$ cat src/rtl/simple_pkg.sv
`default_nettype none
// ============================================================================
// Module      : simple_pkg
// Description : Shared types and constants for the SIMPLE 16-bit pipeline.
// Revision    : 1.0 - initial release
// ============================================================================
package simple_pkg;

    localparam int          INSTR_W    = 16;
    localparam logic [15:0] NOP_INSTR  = 16'hC0E0;
    localparam logic [15:0] HALT_INSTR = 16'hC0F0;

    // Fetch controller: BOOT primes the ROM read, RUN streams instructions
    typedef enum logic [0:0] {
        FS_BOOT = 1'b0,
        FS_RUN  = 1'b1
    } fetch_state_t;

endpackage : simple_pkg
`default_nettype wire

$ cat src/rtl/if_id_reg.sv
`default_nettype none
// ============================================================================
// Module      : if_id_reg
// Description : IF/ID pipeline register (instruction, PC+1, valid) with
//               load, hold and bubble controls. Bubble wins over load.
// Revision    : 1.0 - initial release
// ============================================================================
module if_id_reg
    import simple_pkg::*;
(
    input  logic               clock,
    input  logic               reset_n,
    input  logic               load,
    input  logic               bubble,
    input  logic [INSTR_W-1:0] instr_d,
    input  logic [INSTR_W-1:0] pc_plus1_d,
    output logic [INSTR_W-1:0] instruction,
    output logic [INSTR_W-1:0] pc_plus1,
    output logic               valid
);

    logic [INSTR_W-1:0] r_instruction;
    logic [INSTR_W-1:0] r_pc_plus1;
    logic               r_valid;

    // Bubble inserts a NOP, load captures a fetched instruction, else hold
    always_ff @(posedge clock or negedge reset_n) begin
        if (!reset_n) begin
            r_instruction <= NOP_INSTR;
            r_pc_plus1    <= '0;
            r_valid       <= 1'b0;
        end else if (bubble) begin
            r_instruction <= NOP_INSTR;
            r_pc_plus1    <= '0;
            r_valid       <= 1'b0;
        end else if (load) begin
            r_instruction <= instr_d;
            r_pc_plus1    <= pc_plus1_d;
            r_valid       <= 1'b1;
        end
    end

    assign instruction = r_instruction;
    assign pc_plus1    = r_pc_plus1;
    assign valid       = r_valid;

endmodule : if_id_reg
`default_nettype wire

$ cat src/rtl/fetch_stage.sv
`default_nettype none
// ============================================================================
// Module      : fetch_stage
// Description : Instruction-fetch stage. Owns the PC, addresses the
//               synchronous instruction ROM and feeds the IF/ID register.
// Revision    : 1.0 - initial release
// ============================================================================
module fetch_stage
    import simple_pkg::*;
#(
    parameter int IMEM_AW = 12
) (
    input  logic               clock,
    input  logic               reset_n,
    input  logic               run,
    input  logic               pc_write,
    input  logic               if_flush,
    input  logic               stall,
    input  logic               branch,
    input  logic [INSTR_W-1:0] branch_target,
    output logic [IMEM_AW-1:0] imem_addr,
    input  logic [INSTR_W-1:0] imem_q,
    output logic [INSTR_W-1:0] if_id_instruction,
    output logic [INSTR_W-1:0] if_id_pc_plus1,
    output logic               if_id_valid,
    output logic [INSTR_W-1:0] pc,
    output logic [INSTR_W-1:0] fetch_count
);

    fetch_state_t       r_state;
    fetch_state_t       w_state_next;
    logic [INSTR_W-1:0] r_pc;
    logic [INSTR_W-1:0] w_pc_next;
    logic [INSTR_W-1:0] w_pc_plus1;
    logic [INSTR_W-1:0] r_fetch_count;
    logic               w_load;
    logic               w_bubble;
    logic               w_count_en;

    // 16-bit modulo increment; 0xFFFF rolls to 0x0000
    assign w_pc_plus1 = r_pc + INSTR_W'(1);

    // State, PC and fetch counter registers
    always_ff @(posedge clock or negedge reset_n) begin
        if (!reset_n) begin
            r_state       <= FS_BOOT;
            r_pc          <= '0;
            r_fetch_count <= '0;
        end else begin
            r_state <= w_state_next;
            r_pc    <= w_pc_next;
            if (w_count_en) begin
                r_fetch_count <= r_fetch_count + INSTR_W'(1);
            end
        end
    end

    // Next-state, PC mux and IF/ID controls; every hold case re-reads pc
    // so that imem_q keeps matching pc for the next running clock
    always_comb begin
        w_state_next = r_state;
        w_pc_next    = r_pc;
        w_load       = 1'b0;
        w_bubble     = 1'b0;
        w_count_en   = 1'b0;
        case (r_state)
            FS_BOOT: begin
                // ROM output is not valid yet: prime address 0, emit a bubble
                if (run) begin
                    w_state_next = FS_RUN;
                    w_pc_next    = '0;
                    w_bubble     = 1'b1;
                end
            end
            FS_RUN: begin
                if (!run) begin
                    w_pc_next = r_pc;
                end else if (branch) begin
                    w_pc_next = branch_target;
                    w_bubble  = 1'b1;
                end else if (if_flush) begin
                    w_bubble  = 1'b1;
                    w_pc_next = pc_write ? w_pc_plus1 : r_pc;
                end else if (stall) begin
                    w_pc_next = r_pc;
                end else if (!pc_write) begin
                    w_bubble  = 1'b1;
                end else begin
                    w_load     = 1'b1;
                    w_count_en = 1'b1;
                    w_pc_next  = w_pc_plus1;
                end
            end
            default: begin
                w_state_next = FS_BOOT;
            end
        endcase
    end

    if_id_reg u_if_id_reg (
        .clock       (clock),
        .reset_n     (reset_n),
        .load        (w_load),
        .bubble      (w_bubble),
        .instr_d     (imem_q),
        .pc_plus1_d  (w_pc_plus1),
        .instruction (if_id_instruction),
        .pc_plus1    (if_id_pc_plus1),
        .valid       (if_id_valid)
    );

    // The ROM aliases: only the low address bits reach it
    assign imem_addr   = w_pc_next[IMEM_AW-1:0];
    assign pc          = r_pc;
    assign fetch_count = r_fetch_count;

endmodule : fetch_stage
`default_nettype wire

$ cat config.mk
export PLATFORM = sky130hd
export DESIGN_NAME = fetch_stage
export DESIGN_NICKNAME = d
export VERILOG_FILES = /design/src/rtl/simple_pkg.sv /design/src/rtl/if_id_reg.sv /design/src/rtl/fetch_stage.sv
export SDC_FILE = /design/constraint.sdc
export NUM_CORES = 1
export LEC_CHECK = 0
export CAP_MARGIN = 0
export CELL_PAD_IN_SITES_DETAIL_PLACEMENT = 0
export CELL_PAD_IN_SITES_GLOBAL_PLACEMENT = 2
export CORE_MARGIN = 5
export CORE_UTILIZATION = 28
export CTS_BUF_LIST = sky130_fd_sc_hd__clkbuf_8
export DETAILED_ROUTE_END_ITERATION = 8
export GPL_ROUTABILITY_DRIVEN = 0
export HOLD_SLACK_MARGIN = 0.08
export PLACE_DENSITY_LB_ADDON = 0.2
export SYNTH_ARGS = -nofsm -noshare
export SYNTH_HDL_FRONTEND = slang
export SYNTH_SLANG_ARGS = --single-unit
$ cat constraint.sdc
create_clock -name clock -period 3.46 [get_ports clock]
set_input_delay 1.038 -clock clock [delete_from_list [all_inputs] [get_ports clock]]
set_output_delay 1.038 -clock clock [all_outputs]
set_load 0.01 [all_outputs]
==> results.md, run 1 <==
- CP arrival: 2.35 ns
- Pin count of the biggest net entering global routing: 37
- CP max-delay cell: nor4_4
- Syn Area/Cell: 10.3 µm²
- Cells after DPL: 596
- Worst setup SP type: primary input
- I/O pins: between 100 and 150
- Distinct cells, synth: 44
- Initial antenna violation count: 0
- Starting DRT DRC Count: 157
- Flops & latches, synth: 66
- Synth Instances: 317
- Max-slew violations: 0
- Final worst setup slack: 0.0722 ns
- Via count: 2994
- Max_cap viols: 0
- Die X: between 100 and 150 µm
- Wirelength per Cell: around 17 µm
- Post-route minimum period: 3.39 ns
- Drt drc: 0
- Dpl hpwl: 7.97 mm
- Commonest non-fill, non-tap cells in the layout: 97 x clkdlybuf4s50_1, 61 x dfrtp_1, 47 x buf_4
- Synth Cell Area: 3260 µm²
- Worst-path clk slew: around 0.080 ns
- Initial DRT Pass Iterations: 5
- Fin. Hold Viols: 0
- Met3 Resource Use GR: 4.66%
- Clock tree from TritonCTS: yes
- Most frequent cell on the critical path: buf_4
- Layout area overhead: 56.8%
- Reg-to-reg slack, setup: 1.57 ns
- Sink Count: 66
- Final Non-Filler Cells: between 600 and 700
- Period utilization: 97.9%
- Vias/cell: 4.85
- N_diodes: 0
- Grt ovf: 0
- Crit Path Max Fanout: 4
- Seq/Total Area, Yosys: 50.9%
- Met2 Use GR: 26.0%
- Maximum clock frequency: 0.295 GHz
- Run status: finished, final reports clean
- Routed wire length: 10.7 mm
- Die ar.: 13900 µm²
- Syn nets: 358
- Layout cell share with drive strength beyond 1: around a quarter
- Leading cell type in the layout, fill and taps excluded: clkdlybuf4s50_1
- Met1 Use GR: 19.6%
- First-pass GRT wire length: 17.3 mm
- Critical Path Max Stage Delay: 0.26 ns
- Hold Path Depth: 1
- Measured slew at the worst slew-check pin: about 0.78 ns
- Worst IR drop on VDD: 212 µV
- Total Routing Usage GR: 15.6%
- Initial core utilization: 28.5%
- Crit end category: output pin
- Clock latency on the worst-skew pair: 0.35 ns
- Core area: 11400 µm²
- Yosys warning count: 0
- Reg-to-Reg End: pc[13]
- Worst rel slew slack: between 40 and 50%
- Most Used Layer, Global Route: met2
- Nets@finish: 510
- Final setup fails: 0
- PortBufs: 115
- Die Y: between 100 and 150 µm
- CP Data Required Time: 2.42 ns
- Synth async-reset ratio: 100%
- Ranking of synthesized cells by area: dfrtp_1 47%, nand2_1 4.6%, xnor2_1 4.6%, a22o_1 4.3%, dfstp_2 4.0%
- Worst hold start: fetch_count[15]
- LEAKAGE: between 0.002 and 0.0025 µW
- Worst reg2reg path depth: 6
- Fill cells: 1156
- EDFF count, synth: 0
- Vias in the first global route: about 3200
- Hold Path Class: register to register
- Inserted Clock Buffers: 9
- Rows: 39
- H-tree depth: 3
- Antenna viol nets, final: 0
- Clock skew: 0.0145 ns
- Area share of the largest cell type after synthesis: between 40% and 50%
- P per Cell Area: 395 nW/µm²
- Hold Path End: fetch_count[15]
- Ordered list of cells on the worst path: dlygate4sd2_1 -> buf_4 -> nor2b_4 -> buf_4 -> nor4_4 -> a21oi_1 -> o21ai_1 -> a22o_1 -> buf_6
- R2r startpoint: pc[7]
- Ys flop type: dfrtp_1
- Setup slack after placement: -0.693 ns
- Kind of critical path: primary input to output pin
- Area leader, netlist: dfrtp_1
- CTS Root Cell: clkbuf_8
- CTS max path bufs: 2
## sequential cells by signal, indices dropped and copies added, names as in the netlist
signal / flops
r_state: 1
u_if_id_reg.pc_plus1: 16
u_if_id_reg.valid: 1
pc: 16
fetch_count: 16
u_if_id_reg.instruction: 16
## per-layer routing
metal | vias to the layer above | wire length, µm | part of all wire [%]
li1 | 1447 | - | -
met1 | 1438 | 4750 | 44
met2 | 93 | 5230 | 49
met3 | 16 | 602 | 5.6
met4 | 0 | 164 | 1.5
met5 | - | 0 | 0
## final cells by class
type                    count  area [µm²]  area share, %
clock buffers              11         151           2.96
well taps                 143         179           3.50
inverters                   6        22.5          0.441
multi-input cells         222        1560           30.6
flip-flops and latches     66        1660           32.4
clock inverters             5        38.8          0.759
repair buffers            164        1500           29.3
## synthesized netlist by cell type, types with 2 or more instances
cell,n
a21oi_1,9
a22o_1,16
a31oi_1,2
and3_1,6
buf_2,7
buf_4,12
clkbuf_1,3
dfrtp_1,61
dfstp_2,5
ha_1,2
inv_1,6
nand2_1,40
nand2b_1,2
nand3_1,14
nand4_1,8
nand4_2,2
nor2_1,15
nor2b_1,2
nor4_1,6
nor4_4,2
o211ai_1,6
o21ai_0,16
o21ai_1,15
o22a_1,6
o2bb2ai_1,2
o311ai_0,6
o31ai_1,2
xnor2_1,17
xor2_1,12
## what timing repair did
item                       4_1_cts  5_1_grt
hold buffers                     0        0
setup endpoints to repair       12        7
resized for setup               82        7
pin swaps                        8        1
buffers inserted                 5        0
## kinds of logic (layout without fill, tap and decap cells)
kind of cell               Yosys count  in the layout  synth area share (%)
DFF                                 66             66                  50.9
and+or+nand+nor                    107            107                  17.9
AOI/OAI and AO/OA                   84             84                  17.4
buffers and inverters               29            186                  5.22
adders and majority gates            2              2                 0.768
xor gates and xnor gates            29             29                  7.80
## metrics by stage
step / power [µW] / utilization [%] / hold WS (ns) / TNS, ns / area [µm²]
floorplan: 1100 / - / 0.504 / 0 / 3260
global placement: 1390 / 41.9 / 0.456 / -7.35 / 4780
detailed placement: 1390 / 41.9 / 0.457 / -7.67 / 4780
CTS: 2050 / 44.7 / 0.473 / 0 / 5100
global route: 2120 / 44.8 / 0.492 / -0.0324 / 5110
finish: 2020 / 44.8 / 0.469 / 0 / 5110
## critical path: cells and delay by family
family                 cells  cell delay [ns]
buffers and inverters      4             0.64
and+or+nand+nor            2             0.31
AOI/OAI and AO/OA          3             0.35
## how the worst max path moves through the flow
| stage | cells past startpoint | to | start |
|---|---|---|---|
| after floorplan | 5 | imem_addr[11] | if_flush |
| after global placement | 7 | imem_addr[11] | if_flush |
| after detailed placement | 7 | imem_addr[6] | if_flush |
| after CTS | 9 | imem_addr[11] | branch |
| after global routing | 9 | imem_addr[0] | if_flush |
| final | 9 | imem_addr[0] | if_flush |
## power by group
group / leakage (µW) / internal [µW] / total [µW] / switching (µW)
Clock: 0.0000838 / 300 / 635 / 334
Sequential: 0.000861 / 823 / 887 / 64.1
Combinational: 0.00121 / 263 / 496 / 233
Total: 0.00216 / 1390 / 2020 / 631
(Power assumes the default switching activity.)
==> run 2: changes to the inputs <==
--- a/config.mk
+++ b/config.mk
@@ -9,7 +9,7 @@
 export CELL_PAD_IN_SITES_DETAIL_PLACEMENT = 0
 export CELL_PAD_IN_SITES_GLOBAL_PLACEMENT = 2
 export CORE_MARGIN = 5
-export CORE_UTILIZATION = 28
+export CORE_UTILIZATION = 25
 export CTS_BUF_LIST = sky130_fd_sc_hd__clkbuf_8
 export DETAILED_ROUTE_END_ITERATION = 8
 export GPL_ROUTABILITY_DRIVEN = 0
==> constraint.sdc (replaced) <==
create_clock -name clock -period 2.9 [get_ports clock]
set_input_delay 0.87 -clock clock [delete_from_list [all_inputs] [get_ports clock]]
set_output_delay 0.87 -clock clock [all_outputs]
set_load 0.01 [all_outputs]
==> run 2 against run 1 <==
- clock power grew 25%
- clock skew grew 0.0015 ns
- sequential share of layout area shrank 2.6 points
- cell area grew 9.0%
- total power grew 27%
- first-iteration DRC count shrank 39%
- critical path type is now register to output pin
- critical endpoint is now imem_addr[9]
- highest routed layer unchanged
==> results.md, run 2 (synthesis results as in run 1) <==
- Run status: finished, final reports clean
- Hold Path Class: register to register
- Dpl hpwl: 8.45 mm (+6.0%)
- Clock latency on the worst-skew pair: 0.36 ns (about the same)
- Hold Slack: 0.469 ns (+0.000279 ns)
- Measured slew at the worst slew-check pin: 0.463 ns (-0.318 ns)
- Via count: 3109 (+3.8%)
- Reg-to-Reg End: pc[10]
- Initial DRT Pass Iterations: 5 (unchanged)
- Total Routing Usage GR: 15.4% (-0.25 points)
- Die X: 124 µm (+5.3%)
- Fin. Hold Viols: 0 (unchanged)
- Post-route minimum period: 2.86 ns
- Rows: 41 (+5.1%)
- Crit Path Max Fanout: 3 (-1)
- Pin count of the biggest net entering global routing: 35 (-5.4%)
- PortBufs: 115 (unchanged)
- Routed wire length: 11.3 mm (+5.5%)
- Initial core utilization: 25.6% (-2.9 points)
- Worst setup SP type: register
- Maximum clock frequency: 0.350 GHz
- H-tree depth: 3 (unchanged)
- Critical Path Sink: imem_addr[9]
- Crit end category: output pin
- Worst IR drop on VDD: 188 µV (-11%)
- N_diodes: 0 (unchanged)
- Setup crit start: pc[2]
- Grt ovf: 0 (unchanged)
- Reg-to-reg slack, setup: 0.19 ns (-1.38 ns)
- Worst reg2reg path depth: 17 (+11)
- Layout area overhead: 70.9%
- LEAKAGE: 0.00239 µW (+11%)
- First-pass GRT wire length: 18.0 mm (+4.3%)
- Die Y: 124 µm (+5.3%)
- Vias in the first global route: 3338 (+5.1%)
- Inserted Clock Buffers: 9 (unchanged)
- Final setup fails: 0 (unchanged)
- Drt drc: 0 (unchanged)
- Clock tree from TritonCTS: yes
- R2r startpoint: pc[2]
- CTS Root Cell: clkbuf_8
- Finished Cell Area: 5570 µm² (+9.0%)
- Antenna viol nets, final: 0 (unchanged)
- Worst hold start: fetch_count[15]
- Fill cells: 1328 (+15%)
- Area occupied by multi-input gates: 1680 µm² (+7.3%)
- Layout cell share with drive strength beyond 1: 34.4% (+11 points)
- Unrepaired setup endpoints after global routing: yes
- Clock skew: 0.0160 ns (+0.00150 ns)
- P per Cell Area: 461 nW/µm² (+17%)
- CTS max path bufs: 2 (unchanged)
- Leading cell type in the layout, fill and taps excluded: clkdlybuf4s50_1
- CP Data Required Time: 2.03 ns (-0.39 ns)
- Hold-fix buffers, CTS: 0 (unchanged)
- Worst-path clk slew: 0.08 ns (about the same)
- Core area: 12700 µm² (+11%)
- CP arrival: 1.99 ns (-0.36 ns)
- I/O pins: 116 (unchanged)
- DP Area: 4970 µm² (+3.9%)
- Max_cap viols: 0 (unchanged)
- Commonest non-fill, non-tap cells in the layout: 97 x clkdlybuf4s50_1, 83 x buf_4, 59 x dfrtp_1
- Nets@finish: 551 (+8.0%)
- Sink Count: 66 (unchanged)
- Register Area: 1660 µm² (+0.15%)
- Period utilization: between 90 and 100%
- Initial antenna violation count: 0 (unchanged)
- Starting DRT DRC Count: 96 (-39%)
- Max-slew violations: 0 (unchanged)
- Die ar.: 15400 µm² (+11%)
- Vias/cell: 4.53 (-6.7%)
- Worst rel slew slack: 69.2% (+21 points)
- Wirelength per Cell: 16.5 µm (-5.3%)
- Kind of critical path: register to output pin
## run 2: cell count changes in the layout (fill, tap and decap cells not counted), sizes merged
| cell | change |
|---|---|
| buf | +49 |
| bufinv | +1 |
| clkbuf | -1 |
| clkdlybuf4s15 | -6 |
| clkinv | +2 |
| clkinvlp | -2 |
| dlygate4sd2 | -3 |
| inv | +1 |
## run 2: metrics by stage
| step | utilization (%) | setup WS [ns] | TNS, ns | instances | power (µW) |
|---|---|---|---|---|---|
| finish | 43.8 | 0.0423 | 0 | 687 | 2570 |
| global route | 43.8 | -0.0561 | -0.0674 | 687 | 2710 |
| CTS | 43.0 | 0.00334 | 0 | 682 | 2570 |
| detailed placement | 39.1 | -0.888 | -10.12 | 645 | 1700 |
| global placement | 39.1 | -0.910 | -9.99 | 645 | 1700 |
| floorplan | - | 0.0913 | 0 | 317 | 1310 |
## run 2: critical path, stage by stage (launching register included)
cell and delay, ns:
dfrtp_1 0.41, buf_6 0.12, nand4_4 0.12, or3_4 0.42
nor4_4 0.17, a21oi_2 0.06, o2bb2ai_2 0.17, buf_2 0.17
## run 2: worst min-delay path by stage
stage,to,slack (ns),cells past startpoint
2_1_floorplan,fetch_count[15],0.50,1
3_3_place_gp,fetch_count[15],0.46,1
3_5_place_dp,fetch_count[15],0.46,1
4_1_cts,fetch_count[15],0.47,1
5_1_grt,fetch_count[15],0.49,1
6_report,fetch_count[15],0.47,1
## run 2: timing repair
item	4_1_cts	5_1_grt
pin swaps	11	11
endpoints found under the setup margin	12	12
buffers inserted	21	5
resized for setup	112	33
## run 2: routing by layer
layer  vias up  track usage [%]  wire length (µm)
li1       1523                -                 -
met1      1502             19.8              4870
met2        73             25.5              5750
met3        11             3.81               586
met4         0             4.72               130
met5         -                0                 0
## run 2: power breakdown
part / total, µW / internal [µW] / switching (µW)
clock network: 792 / 395 / 397
registers: 1050 / 983 / 71.0
logic: 721 / 401 / 320
total: 2570 / 1780 / 788
## run 2: cell type report
cell class              instances  share of cell area, %
inverters                       6                  0.404
multi-input cells             222                   30.1
clock buffers                   9                   2.22
flip-flops and latches         66                   29.8
repair buffers                205                   32.3
clock inverters                 7                   1.28
well taps                     172                   3.87
